### src/rtl/pipe_ctrl_pkg.sv
// pipe_ctrl_pkg
// Shared types and defaults for the pipeline sequencer pipe_ctrl.
//   ctrl_state_t : FSM state encoding (RUN=0, FLUSH=1, REFILL=2, 3 unused)
//   stage_ctrl_t : per-stage stall/bubble/flush bundle, kept packed so it can
//                  later be carried through an interface unchanged
//   sat_inc      : saturating 32-bit increment used by the perf counters
// Optional feature macro: PIPE_CTRL_PERF_EN (see pipe_ctrl.sv).

package pipe_ctrl_pkg;

  localparam int ADDR_W_DEF       = 32;
  localparam int FLUSH_CYCLES_DEF = 2;
  localparam int REFILL_MAX_DEF   = 8;
  localparam int PERF_W           = 32;

  typedef enum logic [1:0] {
    RUN    = 2'd0,
    FLUSH  = 2'd1,
    REFILL = 2'd2
  } ctrl_state_t;

  typedef struct packed {
    logic stall_if;
    logic stall_ifid;
    logic stall_id;
    logic stall_idex;
    logic bubble_idex;
    logic flush_front;
    logic flush_rob;
  } stage_ctrl_t;

  // Counters stick at all-ones instead of wrapping back to zero.
  function automatic logic [PERF_W-1:0] sat_inc(input logic [PERF_W-1:0] value);
    return (value == {PERF_W{1'b1}}) ? value : value + {{(PERF_W-1){1'b0}}, 1'b1};
  endfunction

endpackage

### src/rtl/pipe_ctrl_perf.sv
// pipe_ctrl_perf
// Performance counter bank for pipe_ctrl; only exists when PIPE_CTRL_PERF_EN
// is defined. All counters are 32-bit, saturating, cleared by reset.
// Ports:
//   clk                in  clock
//   rst                in  asynchronous reset, active-low
//   stall_if           in  fetch stalled this cycle
//   redirect           in  redirect accepted this cycle
//   in_refill          in  sequencer currently in REFILL
//   perf_stall_cycles  out cycles with stall_if=1
//   perf_flush_count   out number of accepted redirects
//   perf_refill_cycles out cycles spent in REFILL

`ifdef PIPE_CTRL_PERF_EN
module pipe_ctrl_perf
  import pipe_ctrl_pkg::*;
(
  input  logic              clk,
  input  logic              rst,
  input  logic              stall_if,
  input  logic              redirect,
  input  logic              in_refill,
  output logic [PERF_W-1:0] perf_stall_cycles,
  output logic [PERF_W-1:0] perf_flush_count,
  output logic [PERF_W-1:0] perf_refill_cycles
);

  // Each counter advances once per cycle in which its event is present.
  always_ff @(posedge clk or negedge rst) begin
    if (!rst) begin
      perf_stall_cycles  <= '0;
      perf_flush_count   <= '0;
      perf_refill_cycles <= '0;
    end else begin
      if (stall_if)  perf_stall_cycles  <= sat_inc(perf_stall_cycles);
      if (redirect)  perf_flush_count   <= sat_inc(perf_flush_count);
      if (in_refill) perf_refill_cycles <= sat_inc(perf_refill_cycles);
    end
  end

endmodule
`endif

### src/rtl/pipe_ctrl.sv
// pipe_ctrl
// Central pipeline sequencer for cpu_core. Arbitrates stall requests from
// ID/EX and redirects from ROB commit, and drives the per-stage stall, bubble
// and flush controls plus the IF fetch redirect.
// Ports:
//   clk, rst            clock; asynchronous active-low reset
//   id_stall_req        ID cannot issue
//   ex_stall_req        EX multi-cycle unit busy
//   rob_redirect_valid  1-cycle redirect pulse from ROB commit
//   rob_redirect_pc     redirect target
//   if_fetch_valid      IF produced a valid instruction
//   stall_if/ifid/id/idex, bubble_idex   combinational stage controls
//   flush_front, flush_rob               registered flush controls
//   jump_ce, jump_pc                     registered fetch redirect
//   ctrl_state                           FSM state for debug
// Optional feature: define PIPE_CTRL_PERF_EN to add perf_stall_cycles,
// perf_flush_count and perf_refill_cycles (saturating 32-bit counters).

module pipe_ctrl
  import pipe_ctrl_pkg::*;
#(
  parameter int ADDR_W       = ADDR_W_DEF,
  parameter int FLUSH_CYCLES = FLUSH_CYCLES_DEF,
  parameter int REFILL_MAX   = REFILL_MAX_DEF
) (
  input  logic              clk,
  input  logic              rst,
  input  logic              id_stall_req,
  input  logic              ex_stall_req,
  input  logic              rob_redirect_valid,
  input  logic [ADDR_W-1:0] rob_redirect_pc,
  input  logic              if_fetch_valid,
  output logic              stall_if,
  output logic              stall_ifid,
  output logic              stall_id,
  output logic              stall_idex,
  output logic              bubble_idex,
  output logic              flush_front,
  output logic              flush_rob,
  output logic              jump_ce,
  output logic [ADDR_W-1:0] jump_pc,
  output logic [1:0]        ctrl_state
`ifdef PIPE_CTRL_PERF_EN
  ,
  output logic [PERF_W-1:0] perf_stall_cycles,
  output logic [PERF_W-1:0] perf_flush_count,
  output logic [PERF_W-1:0] perf_refill_cycles
`endif
);

  localparam int FC_W = (FLUSH_CYCLES > 1) ? $clog2(FLUSH_CYCLES) : 1;
  localparam int RF_W = (REFILL_MAX > 1) ? $clog2(REFILL_MAX) : 1;
  localparam logic [FC_W-1:0] FLUSH_LOAD  = FC_W'(FLUSH_CYCLES - 1);
  localparam logic [RF_W-1:0] REFILL_LAST = RF_W'(REFILL_MAX - 1);

  ctrl_state_t       state_q, state_d;
  logic [FC_W-1:0]   flush_cnt_q, flush_cnt_d;
  logic [RF_W-1:0]   refill_cnt_q, refill_cnt_d;
  logic              jump_ce_q;
  logic [ADDR_W-1:0] jump_pc_q;
  logic              flush_q;
  stage_ctrl_t       ctrl;

  // State register plus the registered redirect/flush outputs. The flush
  // flag is simply "next state is FLUSH", so it rises with the redirect and
  // falls on the same edge that leaves FLUSH.
  always_ff @(posedge clk or negedge rst) begin
    if (!rst) begin
      state_q      <= RUN;
      flush_cnt_q  <= '0;
      refill_cnt_q <= '0;
      jump_ce_q    <= 1'b0;
      jump_pc_q    <= '0;
      flush_q      <= 1'b0;
    end else begin
      state_q      <= state_d;
      flush_cnt_q  <= flush_cnt_d;
      refill_cnt_q <= refill_cnt_d;
      jump_ce_q    <= rob_redirect_valid;
      flush_q      <= (state_d == FLUSH);
      if (rob_redirect_valid) jump_pc_q <= rob_redirect_pc;
    end
  end

  // Next-state logic. A redirect wins in every state and (re)starts FLUSH
  // with a full count; FLUSH counts down to zero before moving to REFILL;
  // REFILL waits for the first fetch but gives up after REFILL_MAX cycles.
  always_comb begin
    state_d      = state_q;
    flush_cnt_d  = flush_cnt_q;
    refill_cnt_d = refill_cnt_q;
    if (rob_redirect_valid) begin
      state_d     = FLUSH;
      flush_cnt_d = FLUSH_LOAD;
    end else begin
      case (state_q)
        RUN: begin
          state_d = RUN;
        end
        FLUSH: begin
          if (flush_cnt_q == '0) begin
            state_d      = REFILL;
            refill_cnt_d = '0;
          end else begin
            flush_cnt_d = flush_cnt_q - 1'b1;
          end
        end
        REFILL: begin
          if (if_fetch_valid || (refill_cnt_q == REFILL_LAST)) begin
            state_d = RUN;
          end else begin
            refill_cnt_d = refill_cnt_q + 1'b1;
          end
        end
        default: begin
          state_d = RUN;
        end
      endcase
    end
  end

  // Stage controls. Stalls are gated by rst so they read 0 during reset even
  // though the request inputs may be high, and are suppressed whenever a
  // redirect is present since the front end is about to be flushed anyway.
  always_comb begin
    ctrl             = '0;
    ctrl.flush_front = flush_q;
    ctrl.flush_rob   = flush_q;
    if (rst && !rob_redirect_valid && ((state_q == RUN) || (state_q == REFILL))) begin
      if (ex_stall_req) begin
        ctrl.stall_if   = 1'b1;
        ctrl.stall_ifid = 1'b1;
        ctrl.stall_id   = 1'b1;
        ctrl.stall_idex = 1'b1;
      end else if (id_stall_req) begin
        ctrl.stall_if    = 1'b1;
        ctrl.stall_ifid  = 1'b1;
        ctrl.stall_id    = 1'b1;
        ctrl.bubble_idex = 1'b1;
      end
    end
  end

  assign stall_if    = ctrl.stall_if;
  assign stall_ifid  = ctrl.stall_ifid;
  assign stall_id    = ctrl.stall_id;
  assign stall_idex  = ctrl.stall_idex;
  assign bubble_idex = ctrl.bubble_idex;
  assign flush_front = ctrl.flush_front;
  assign flush_rob   = ctrl.flush_rob;
  assign jump_ce     = jump_ce_q;
  assign jump_pc     = jump_pc_q;
  assign ctrl_state  = state_q;

`ifdef PIPE_CTRL_PERF_EN
  pipe_ctrl_perf u_perf (
    .clk                (clk),
    .rst                (rst),
    .stall_if           (ctrl.stall_if),
    .redirect           (rob_redirect_valid),
    .in_refill          (state_q == REFILL),
    .perf_stall_cycles  (perf_stall_cycles),
    .perf_flush_count   (perf_flush_count),
    .perf_refill_cycles (perf_refill_cycles)
  );
`endif

endmodule

### config.mk
export PLATFORM = sky130hd
export DESIGN_NAME = pipe_ctrl
export DESIGN_NICKNAME = d
export VERILOG_FILES = /design/src/rtl/pipe_ctrl_pkg.sv /design/src/rtl/pipe_ctrl_perf.sv /design/src/rtl/pipe_ctrl.sv
export SDC_FILE = /design/constraint.sdc
export NUM_CORES = 1
export LEC_CHECK = 0
export ABC_CLOCK_PERIOD_IN_PS = 1650
export BUFFER_PORTS_ARGS = -buffer_cell sky130_fd_sc_hd__buf_2
export CAP_MARGIN = 0
export CORE_MARGIN = 2
export CORE_UTILIZATION = 45
export DETAILED_ROUTE_END_ITERATION = 6
export HOLD_SLACK_MARGIN = 0.05
export PLACE_DENSITY = 0.78
export SLEW_MARGIN = 20
export SYNTH_ARGS = -nofsm -noshare
export SYNTH_HDL_FRONTEND = slang
export SYNTH_SLANG_ARGS = --single-unit
### constraint.sdc
create_clock -name clk -period 1.65 [get_ports clk]
set_input_delay 0.165 -clock clk [delete_from_list [all_inputs] [get_ports clk]]
set_output_delay 0.165 -clock clk [all_outputs]
set_load 0.03 [all_outputs]
# Yosys cells after proc, flatten, opt, wreduce, memory -nomap -nowiden
# Index checks and enable logic that the tools add are counted.
word_totals:
  out_inout_bits: 42
  in_bits: 38
  reg_bits: 40
  wordCells: 40
op_classes:
  n_bitwise: 1
  reduce_logical: 9
  muxes: 16
  n_addsub: 2
  n_eq_ne: 6
ops:
  columns: ["cell", "count"]
  rows:
  - ["3-bit 2-to-1 mux", 4]
  - ["1-bit 2-to-1 mux", 6]
  - ["2-bit 2-to-1 mux", 3]
  - ["3-bit one-hot mux with 2 select lines", 1]
  - ["5-bit 2-to-1 mux", 1]
  - ["2-bit by 1-bit equality test with 1-bit output, second input constant", 2]
  - ["2-bit != test, second input constant", 2]
  - ["2-bit one-hot mux with 2 select lines", 1]
  - ["4-bit AND reduction", 1]
  - ["2-bit nonzero test", 2]
  - ["3-bit by 1-bit adder with 3-bit output, second input constant", 1]
  - ["3-bit equality test, second input constant", 1]
  - ["2-bit equality test, second input constant", 1]
  - ["1-bit logical AND", 2]
  - ["2-bit zero test", 1]
  - ["1-bit logical OR", 2]
  - ["1-bit zero test", 1]
  - ["1-bit NOT", 1]
  - ["1-bit subtractor, second input constant", 1]

# Depth between registers and ports, before layout
# Gate-level depths: netlist (run 1).
logic_depth:
  depth_word: 6
  ltp_mapped: 5
  depth_no_buf: 5

# Least setup slack after synthesis (run 1)
# OpenSTA, ideal clock, no wires.
synth_path:
  kind: "register to output"
  from: "register state_q[0] (netlist: ctrl_state[0])"
  to: "output stall_if"
  t_arrival_ns: 1.689
  n_path_buf: 1
  path_slack_ns: -0.204
  stages_incl_launch_ff: 6
  path_cell_list: "dfrtp_1 > inv_1 > ha_1 > o211ai_1 > nor2_1 > buf_4"
synth_via:
  elab_chain_len: 4
  elab_cells_between_ends: 5
synth_lines:
  columns: ["item", "line", "rtl"]
  rows:
  - ["from (decl)", "pipe_ctrl.sv:56", "ctrl_state_t state_q, state_d;"]
  - ["from (signal assigned)", "pipe_ctrl.sv:76", "state_q <= state_d;"]
  - ["2-bit equality test / 2-bit zero test (equally long branches)", "pipe_ctrl.sv:129", "if (rst && !rob_redirect_valid && ((state_q == RUN) || (state_q == REFILL))) begin"]
  - ["1-bit logical OR (*)", "pipe_ctrl.sv:129", null]
  - ["1-bit logical AND (*)", "pipe_ctrl.sv:129", null]
  - ["5-bit 2-to-1 mux (*)", "pipe_ctrl.sv:129", null]
  - ["to (decl)", "pipe_ctrl.sv:33", "output logic stall_if,"]
# Mark *: on every way between the ends. The rest lies on a longest branch, timed or not.

# Worst setup path in the final report (run 1)
layout_path:
  from: "register state_q[1] (netlist: ctrl_state[1])"
  to: "output bubble_idex"
layout_via:
  elab_chain_len: 4
  elab_cells_between_ends: 5
layout_lines:
  columns: ["item", "line", "rtl"]
  rows:
  - ["2-bit equality test / 2-bit zero test (equally long branches)", "pipe_ctrl.sv:129", null]
  - ["1-bit logical OR (*)", "pipe_ctrl.sv:129", null]
  - ["1-bit logical AND (*)", "pipe_ctrl.sv:129", null]
  - ["5-bit 2-to-1 mux (*)", "pipe_ctrl.sv:129", null]
  - ["to (decl)", "pipe_ctrl.sv:37", "output logic bubble_idex,"]
# Marked as above.

==> key figures, run 1 <==
Outcome
  – Outcome: complete, but fails checks
  – Failing checks: setup timing

Detailed routing
  – DRT Pass-1 Iters: 4
  – Drt total wl: approximately 4300 um
  – Avg WL per Cell: ~15 um
  – Drt drc: 0
  – Vias per cell: around 4.8
  – Initial DRC Count: 26
  – Via count: 1346
  – Post-DRT Antenna Nets: 0

Critical path
  – Max incr delay on CP: 470 ps
  – Worst path cell trace: inv_2, ha_4, o211ai_1, buf_4, nor3b_2, buf_4
  – Worst reg2reg setup slack: 80 ps
  – Critical-path maximum fanout: 4
  – Worst EP required: 1480 ps
  – CP most frequent cell: buf_4
  – Critical path class: reg -> out
  – Startpoint Class: flop
  – Top Family by Delay on Critical Path: flip-flops
  – Worst path bufs/invs: 3
  – Crit path capture type: output port
  – Crit-path slowest cell: dfrtp_2
  – Worst Path Arrival: around 1600 ps

Die
  – Chip height: 64.4 um
  – Initial Utilization: 0.480
  – Core Area: 3420 sq um
  – IO Count: 80
  – Die Wd: roughly 64 um
  – Row cnt: 21
  – Area of the die: 4140 sq um

Global route
  – First-pass GRT wire length: about 7000 um
  – Largest net degree at the start of global routing: 41
  – GR Util All Layers: 0.227
  – Vias in the first global route: 1449
  – Grt ovf: 0
  – Antenna violations before repair: 0

Timing
  – Fmax: approximately 0.56 GHz
  – Share of the clock period used by the worst path: 1.08
  – Worst Max-Slew Pin Slew: about 500 ps
  – Slew Limit Fails: 0
  – Unrepaired setup endpoints after global routing: yes
  – Max-slew headroom: 0.666
  – Tmin final: ~1800 ps
  – Final Hold Fails: 0
  – Worst setup margin: -139 ps
  – Worst hold slack: around 140 ps
  – Worst clock skew: approximately 12 ps
  – Setup tns final: -452 ps
  – Finish-stage setup viols: 5

CTS
  – Clock-pin slew on the worst setup and hold paths: about 120 ps
  – CTS tree: yes
  – TritonCTS Sinks: 40
  – Clk_lat worst skew: 350 ps
  – Clock root cell: clkbuf_4
  – H-tree levels: 2
  – Clock tree buffer depth: 2
  – TritonCTS buffer count: 5

Layout
  – FILL cells: 217
  – Share of layout cells above drive strength 1: 0.611
  – Area delta synth->final: 58.8%
  – Final net count: between 200 and 300
  – # diodes: 0

Logic synthesis
  – Adder-cell share of the synthesized area: 0.0382
  – Xor-xnor portion of the synthesized cell area: 0
  – Syn Nets: 154
  – Dominant cell type by area after synthesis: dfrtp_1
  – Post-synthesis mux area share: 0.227
  – Syn_area_per_cell: ~15 sq um
  – Synth Area in Compound Gates: 0.0450
  – Post-synthesis simple-gate area fraction: 0.0397
  – Mapped Cells: ~110
  – Synth area leaders: dfrtp_1, mux2_2, ha_1, buf_4, inv_1
  – Seq cells post-synth: 40
  – Largest family of logic cells by synthesized area: multiplexers
  – Distinct cells, synth: 19
  – Synthesized area: 1640 sq um
  – Ys Warns: 0
  – Sequential share of the synthesized area: 0.611
  – Yosys top cell area share: 0.611

Power
  – P_leak: approximately 1.3 nW
  – Clk network pwr share: 0.244
  – Pint: around 1.6 mW
  – Peak supply drop: 673 uV
  – Gate power share: 0.271
  – Power share of the sequential group: 0.486
  – Switching Fraction: 0.313
  – Power Density: a little under 900 nW/um^2
  – NetSw: about 0.72 mW

Hold path
  – HP Class: in -> reg

Placement
  – Pre-CTS setup slack: roughly 45 ps
  – Number of port buffers: between 70 and 80
  – Gpl congestion: 0.773

Job
  – Max Cap Viol: 0
[logic make-up after synthesis]
family / Yosys count
multiplexers: 33
AND/OR/NAND/NOR: 10
flip-flops: 40
buffers and inverters: 13
adder cells (fa/ha/maj): 5
AO/OA/AOI/OAI: 10
[cell usage after synthesis]
library cell,n
nor3b_1,1
and2_1,1
nor3b_2,1
nor4_1,1
dfrtp_1,40
o211ai_1,1
ha_1,5
and2b_2,1
buf_2,4
or3b_1,1
o41a_1,1
buf_4,3
a21oi_2,2
a22o_1,2
mux2_2,33
a21oi_1,2
inv_1,6
nor2_1,4
o21ai_0,2
[per-layer routing]
layer / track usage / wire length, um / vias up
met5: 0 / 0 / -
met3: 0.0651 / 197 / 8
met2: 0.413 / 2420 / 43
met4: 0.0771 / 64 / 0
met1: 0.252 / 1660 / 669
li1: - / - / 626
[layout by cell type (no fill, tap or decap), types with 2 or more instances in the layout]
cell and n:
a21oi_2 3, a22o_1 2, buf_2 74, buf_4 12, buf_6 3, clkbuf_4 5, clkbuf_8 2, dfrtp_1 38
dfrtp_2 2, dlygate4sd3_1 33, ha_1 2, ha_4 2, inv_1 4, mux2_2 33, nor2_1 3
[through the flow]
stage	utilization	cell area [sq um]	cells	power (mW)
6_report	0.762	2600	280	2.30
2_1_floorplan	-	1650	111	1.47
4_1_cts	0.754	2570	278	2.30
3_3_place_gp	0.611	2090	232	1.64
3_5_place_dp	0.611	2090	232	1.66
5_1_grt	0.762	2600	280	2.41
[worst paths after layout]
check                                from               to  depth (start not counted)
setup / recovery            ctrl_state[1]      bubble_idex                          6
hold / removal             if_fetch_valid    ctrl_state[0]                          3
setup reg to reg            ctrl_state[1]  refill_cnt_q[0]                          6
hold reg to reg               jump_pc[31]      jump_pc[31]                          1
max in group asynchronous             rst      jump_pc[26]                          3
min in group asynchronous             rst      flush_cnt_q                          3
[what timing repair did]
| action | in CTS | in global routing |
|---|---|---|
| gates cloned | 0 | 0 |
| pin swaps | 2 | 4 |
| gates resized for setup | 15 | 4 |
| hold endpoints to repair | 72 | 0 |
| setup endpoints to repair | 5 | 9 |
| buffers inserted | 5 | 2 |
| hold buffers | 33 | 0 |
[cell type report]
type                    count  area, sq um  area share
repair buffers            122          825       0.317
inverters                   6         25.0     0.00962
multi-input cells          58          623       0.239
flip-flops and latches     40         1000       0.386
well taps                  46         57.6      0.0221
clock buffers               8         68.8      0.0264
[power groups by stage]
stage          combinational [mW]  clock [mW]  sequential [mW]
2_1_floorplan               0.164           0             1.31
3_3_place_gp                0.511           0             1.13
3_5_place_dp                0.523           0             1.13
4_1_cts                     0.607       0.573             1.12
5_1_grt                     0.661       0.618             1.13
6_report                    0.624       0.561             1.12
[flip-flops by register name, indices dropped and copies added, names as in the netlist]
name,count
flush_cnt_q,1
refill_cnt_q,3
ctrl_state,2
jump_ce,1
flush_front,1
jump_pc,32
[worst min-delay path, stage by stage]
cell	delay, ps
buf_2	110
or3b_1	130
a21oi_2	60
Note: power is estimated with default switching activity, not from simulation.
==> run 2: changes to the inputs <==
--- a/config.mk
+++ b/config.mk
@@ -13,6 +13,7 @@
 export DETAILED_ROUTE_END_ITERATION = 6
 export HOLD_SLACK_MARGIN = 0.05
 export PLACE_DENSITY = 0.78
+export SETUP_SLACK_MARGIN = 0.3
 export SLEW_MARGIN = 20
 export SYNTH_ARGS = -nofsm -noshare
 export SYNTH_HDL_FRONTEND = slang
==> key figures, run 2 (synthesized netlist as in run 1, its figures left out) <==
Die
  – Area of the die: 4140 sq um (unchanged)
  – IO Count: 80 (unchanged)
  – Initial Utilization: 0.480 (unchanged)
  – Chip height: 64.4 um (unchanged)
  – Core Area: 3420 sq um (unchanged)
  – Die Wd: 64.4 um (unchanged)
  – Row cnt: 21 (unchanged)

CTS
  – Clock tree buffer depth: 2 (unchanged)
  – TritonCTS Sinks: 40 (unchanged)
  – TritonCTS buffer count: 5 (unchanged)
  – CTS tree: yes (unchanged)
  – Clock root cell: clkbuf_4 (unchanged)
  – Clock-pin slew on the worst setup and hold paths: 110 ps (was 120 ps)
  – H-tree levels: 2 (unchanged)
  – Clk_lat worst skew: 350 ps (about the same)

Timing
  – Tmin final: 1770 ps (was 1790 ps)
  – Final Hold Fails: 0 (unchanged)
  – Slew Limit Fails: 0 (unchanged)
  – Max-slew headroom: 0.672 (was 0.666)
  – Share of the clock period used by the worst path: 1.07 (was 1.08)
  – Unrepaired setup endpoints after global routing: yes (unchanged)
  – Worst hold slack: 151 ps (was 139 ps)
  – Worst clock skew: 2.07 ps (was 11.7 ps)
  – Worst setup margin: -118 ps (was -139 ps)
  – Worst Max-Slew Pin Slew: 491 ps (was 501 ps)
  – Fmax: 0.566 GHz (was 0.559 GHz)
  – Finish-stage setup viols: 5 (unchanged)

Global route
  – Antenna violations before repair: 0 (unchanged)
  – Vias in the first global route: 1543 (was 1449)
  – First-pass GRT wire length: 7130 um (was 7000 um)
  – Largest net degree at the start of global routing: 41 (unchanged)
  – GR Util All Layers: 0.233 (was 0.227)
  – Grt ovf: 0 (unchanged)

Critical path
  – Setup crit start: ctrl_state[1] (unchanged)
  – CP most frequent cell: buf_4 (unchanged)
  – Worst path bufs/invs: 3 (unchanged)
  – Worst EP required: 1480 ps (about the same)
  – Crit path capture: bubble_idex (unchanged)
  – Max incr delay on CP: 460 ps (was 470 ps)
  – R2r startpoint: refill_cnt_q[1] (was ctrl_state[1])
  – Worst Path Arrival: 1600 ps (was 1620 ps)
  – Crit. path cell count: 6 (unchanged)
  – Worst r2r dst: flush_front (was refill_cnt_q[0])
  – R2R depth: 5 (was 6)
  – Crit-path slowest cell: dfrtp_2 (unchanged)
  – Worst reg2reg setup slack: 50 ps (was 80 ps)
  – Crit path capture type: output port (unchanged)
  – Top Family by Delay on Critical Path: flip-flops (unchanged)
  – Worst path cell trace: inv_2, ha_1, o211ai_1, buf_4, nor3b_2, buf_4 (was inv_2, ha_4, o211ai_1, buf_4, nor3b_2, buf_4)
  – Critical path class: reg -> out (unchanged)
  – Startpoint Class: flop (unchanged)
  – Critical-path maximum fanout: 4 (unchanged)

Layout
  – Final Util: 0.773 (was 0.762)
  – # diodes: 0 (unchanged)
  – Final net count: 278 (was 276)
  – Share of layout cells above drive strength 1: 0.623 (was 0.611)
  – Commonest non-fill, non-tap cell in the layout: buf_2 (unchanged)
  – Most frequent cells in the layout: buf_2, dfrtp_1, dlygate4sd3_1, mux2_2, buf_4 (was buf_2, dfrtp_1, mux2_2, dlygate4sd3_1, buf_4)
  – Post-Layout Cell Count: 282 (was 280)
  – Area delta synth->final: 61.1% (was 58.8%)
  – Max FFs per register: 32 (unchanged)

Detailed routing
  – Post-DRT Antenna Nets: 0 (unchanged)
  – Drt drc: 0 (unchanged)
  – DRT Pass-1 Iters: 4 (unchanged)
  – Initial DRC Count: 29 (was 26)
  – Vias per cell: 4.86 (was 4.81)
  – Avg WL per Cell: 15.4 um (was 15.5 um)
  – Via count: 1370 (was 1346)
  – Drt total wl: 4350 um (was 4340 um)

Outcome
  – Outcome: complete, but fails checks (unchanged)
  – Failing checks: setup timing (unchanged)

Placement
  – Post-DP HPWL: 2520 um
  – Pre-CTS setup slack: 4.86 ps (was 44.8 ps)
  – Placed cells: 232 (unchanged)
  – Number of port buffers: 79 (unchanged)
  – Gpl congestion: 0.852 (was 0.773)

Job
  – Max Cap Viol: 0 (unchanged)

Power
  – Peak supply drop: 662 uV (was 673 uV)
  – P_leak: 1.27 nW (was 1.26 nW)
  – Power Density: 858 nW/um^2 (was 885 nW/um^2)

Hold path
  – HP Class: in -> reg (unchanged)
## run 2: cell count changes in the layout (fill, tap and decap cells not counted), sizes merged
| cell | delta |
|---|---|
| buf | +2 |
## run 2: per-stage QoR
stage	area (sq um)	power, mW	TNS (ps)
4_1_cts	2620	2.26	-322
3_5_place_dp	2090	1.66	0
2_1_floorplan	1660	1.48	0
6_report	2640	2.27	-384
5_1_grt	2640	2.38	-770
3_3_place_gp	2090	1.64	0
## run 2: how the worst min path moves through the flow
stage / from / end / slack [ps] / depth (start not counted)
6_report: if_fetch_valid / ctrl_state[0] / 150 / 3
4_1_cts: if_fetch_valid / ctrl_state[0] / 120 / 3
5_1_grt: if_fetch_valid / ctrl_state[0] / 130 / 3
2_1_floorplan: rst / ctrl_state[0] / -130 / 0
3_5_place_dp: rst / refill_cnt_q[1] / 290 / 2
3_3_place_gp: rst / jump_pc[30] / 280 / 2
## run 2: routing by layer
layer  vias to the layer above  wire (um)  global-route usage
met5                         -          0                   0
met4                         0        188               0.141
met3                        19        220              0.0669
met2                        56       2330               0.419
met1                       663       1610               0.237
li1                        632          -                   -
## run 2: timing repair
action | in CTS | in global routing
setup endpoints to repair | 11 | 11
buffers inserted | 8 | 1
pin swaps | 8 | 4
hold buffers | 33 | 0
resized for setup | 19 | 3
hold endpoints to repair | 72 | 0
## run 2: report_power, final
| group | switching [mW] | internal [mW] | total, mW |
|---|---|---|---|
| clock network | 0.307 | 0.210 | 0.518 |
| registers | 0.0477 | 1.07 | 1.12 |
| logic | 0.368 | 0.264 | 0.631 |
## run 2: area by class of cell
type | count | area (sq um)
Multi-Input combinational cell | 58 | 656
Inverter | 6 | 22.5
Clock buffer | 8 | 58.8
Sequential cell | 40 | 1000
Tap cell | 46 | 57.6
Timing Repair Buffer | 124 | 843
Fill cell | 204 | 774
## run 2: worst min-delay path, cell delays in order
cell	delay, ps
buf_2	120
or3b_1	120
a21oi_2	60
==> run 3: changes to the inputs <==
--- a/config.mk
+++ b/config.mk
@@ -12,7 +12,7 @@
 export CORE_UTILIZATION = 45
 export DETAILED_ROUTE_END_ITERATION = 6
 export HOLD_SLACK_MARGIN = 0.05
-export PLACE_DENSITY = 0.78
+export PLACE_DENSITY_LB_ADDON = 0.12
 export SETUP_SLACK_MARGIN = 0.3
 export SLEW_MARGIN = 20
 export SYNTH_ARGS = -nofsm -noshare
==> key figures, run 3 (synthesized netlist as in run 1, its figures left out) <==
Outcome
  – Outcome: complete, but fails checks (unchanged)
  – Failing checks: setup timing (unchanged)

Power
  – Gate power share: 0.278 (was 0.279)
  – Power share of the sequential group: 0.495 (was 0.493)
  – P_leak: 1.26 nW (was 1.27 nW)
  – Peak supply drop: 586 uV (was 662 uV)
  – Switching Fraction: 0.313 (was 0.319)
  – Pint: 1.55 mW (was 1.54 mW)
  – Total power: 2.25 mW (was 2.27 mW)
  – Power Density: 852 nW/um^2 (was 858 nW/um^2)
  – NetSw: 0.706 mW (was 0.722 mW)
  – Clk network pwr share: 0.227 (was 0.228)

Critical path
  – Crit-path slowest cell: dfrtp_2 (unchanged)
  – R2R depth: 5 (unchanged)
  – Worst EP required: 1480 ps (about the same)
  – Crit path capture type: output port (unchanged)
  – Worst reg2reg setup slack: 80 ps (was 50 ps)
  – Max incr delay on CP: 460 ps (about the same)
  – Top Family by Delay on Critical Path: flip-flops (unchanged)
  – Worst Path Arrival: 1610 ps (was 1600 ps)
  – Worst r2r dst: flush_front (unchanged)
  – R2r startpoint: refill_cnt_q[0] (was refill_cnt_q[1])
  – Worst path bufs/invs: 3 (unchanged)
  – Critical path class: reg -> out (unchanged)
  – Startpoint Class: flop (unchanged)
  – CP most frequent cell: buf_4 (unchanged)
  – Worst path cell trace: inv_2, ha_4, o211ai_1, buf_4, nor3b_2, buf_4 (was inv_2, ha_1, o211ai_1, buf_4, nor3b_2, buf_4)
  – Critical-path maximum fanout: 3 (was 4)

Die
  – Die Wd: 64.4 um (unchanged)
  – IO Count: 80 (unchanged)
  – Chip height: 64.4 um (unchanged)
  – Row cnt: 21 (unchanged)
  – Initial Utilization: 0.480 (unchanged)
  – Core Area: 3420 sq um (unchanged)
  – Area of the die: 4140 sq um (unchanged)

Hold path
  – Min-Delay Startpoint: if_fetch_valid (unchanged)
  – HP Class: in -> reg (unchanged)
  – Worst Hold End: ctrl_state[0] (unchanged)
  – WHS Path Cells: 3 (unchanged)

Layout
  – Final instance area: 2650 sq um (was 2640 sq um)
  – Most frequent cells in the layout: buf_2, dfrtp_1, dlygate4sd3_1, mux2_2, buf_4 (unchanged)
  – Final net count: 275 (was 278)
  – Area delta synth->final: 61.5% (was 61.1%)
  – Area occupied by multi-input gates: 668 sq um (was 656 sq um)
  – FILL cells: 238 (was 204)
  – Share of layout cells above drive strength 1: 0.631 (was 0.623)
  – Commonest non-fill, non-tap cell in the layout: buf_2 (unchanged)
  – Register area: 1000 sq um (unchanged)
  – Max FFs per register: 32 (unchanged)
  – # diodes: 0 (unchanged)
  – Final Util: 0.775 (was 0.773)

Global route
  – Grt ovf: 0 (unchanged)
  – Vias in the first global route: 1427 (was 1543)
  – Antenna violations before repair: 0 (unchanged)
  – Largest net degree at the start of global routing: 41 (unchanged)
  – GR Util All Layers: 0.202 (was 0.233)
  – First-pass GRT wire length: 6290 um (was 7130 um)

Detailed routing
  – Via count: 1329 (was 1370)
  – Post-DRT Antenna Nets: 0 (unchanged)
  – Vias per cell: 4.76 (was 4.86)
  – Drt drc: 0 (unchanged)
  – DRT Pass-1 Iters: 4 (unchanged)
  – Initial DRC Count: 22 (was 29)
  – Avg WL per Cell: 14.0 um (was 15.4 um)
  – Drt total wl: 3920 um (was 4350 um)

Placement
  – Pre-CTS setup slack: 78.7 ps (was 4.86 ps)
  – Number of port buffers: 79 (unchanged)
  – Gpl congestion: 0.653 (was 0.852)
  – Post-DP HPWL: 2290 um (was 2520 um)
  – Placed cell area: 2090 sq um (about the same)

Timing
  – Worst setup margin: -121 ps (was -118 ps)
  – Fmax: 0.565 GHz (was 0.566 GHz)
  – Share of the clock period used by the worst path: 1.07 (about the same)
  – Finish-stage setup viols: 5 (unchanged)
  – Worst Max-Slew Pin Slew: 486 ps (was 491 ps)
  – Unrepaired setup endpoints after global routing: yes (unchanged)
  – Final Hold Fails: 0 (unchanged)
  – Max-slew headroom: 0.676 (was 0.672)
  – Worst clock skew: 4.22 ps (was 2.07 ps)
  – Slew Limit Fails: 0 (unchanged)
  – Tmin final: 1770 ps (about the same)

CTS
  – CTS tree: yes (unchanged)
  – H-tree levels: 2 (unchanged)
  – Clock root cell: clkbuf_4 (unchanged)
  – TritonCTS buffer count: 5 (unchanged)
  – Clock tree buffer depth: 2 (unchanged)
  – TritonCTS Sinks: 40 (unchanged)
  – Clock-pin slew on the worst setup and hold paths: 110 ps (about the same)
  – Clk_lat worst skew: 340 ps (was 350 ps)

Job
  – Max Cap Viol: 0 (unchanged)
## run 3: metal layers
metal | global-route usage | part of all wire | vias to the layer above
li1 | - | - | 624
met3 | 0.0423 | 0.049 | 9
met1 | 0.214 | 0.36 | 649
met2 | 0.380 | 0.56 | 47
met4 | 0.0878 | 0.025 | 0
met5 | 0 | 0 | -
## run 3: how the worst max path moves through the flow
stage | cells past startpoint | slack (ps) | from | to
floorplan | 4 | 120 | ctrl_state[0] | bubble_idex
global placement | 5 | 130 | refill_cnt_q[0] | flush_front
detailed placement | 5 | 80 | refill_cnt_q[0] | flush_front
CTS | 6 | -80 | ctrl_state[1] | bubble_idex
global route | 6 | -210 | ctrl_state[1] | bubble_idex
finish | 6 | -120 | ctrl_state[1] | bubble_idex
## run 3: repair_timing
item	in CTS	in global routing
pin swaps	9	3
gates resized for setup	18	7
endpoints found under the hold margin	72	0
hold buffers	33	0
setup endpoints to repair	11	11
buffers inserted	7	0
## run 3: worst register-to-register path: cells and delay by family, from the launching register on
kind | cells | cell delay, ps
AND/OR/NAND/NOR | 1 | 230
flip-flops | 1 | 410
adder cells (fa/ha/maj) | 2 | 380
AO/OA/AOI/OAI | 2 | 460
## run 3: final cells by class
cell class	count	share of cell area
repair buffers	121	0.313
flip-flops and latches	40	0.379
inverters	6	0.00946
clock inverters	1	0.00284
multi-input cells	58	0.252
well taps	46	0.0217
clock buffers	7	0.0208
## run 3: power by group through the flow
stage	clock network (mW)	registers [mW]	logic, mW
2_1_floorplan	0	1.31	0.167
3_3_place_gp	0	1.13	0.513
3_5_place_dp	0	1.13	0.522
4_1_cts	0.532	1.11	0.610
5_1_grt	0.590	1.13	0.666
6_report	0.511	1.12	0.626
## run 3: through the flow
stage | std cells | hold WS [ps] | setup TNS [ps]
floorplan | 111 | -131 | 0
finish | 279 | 164 | -413
detailed placement | 231 | 270 | 0
global placement | 231 | 262 | 0
global route | 279 | 143 | -923
CTS | 279 | 138 | -158
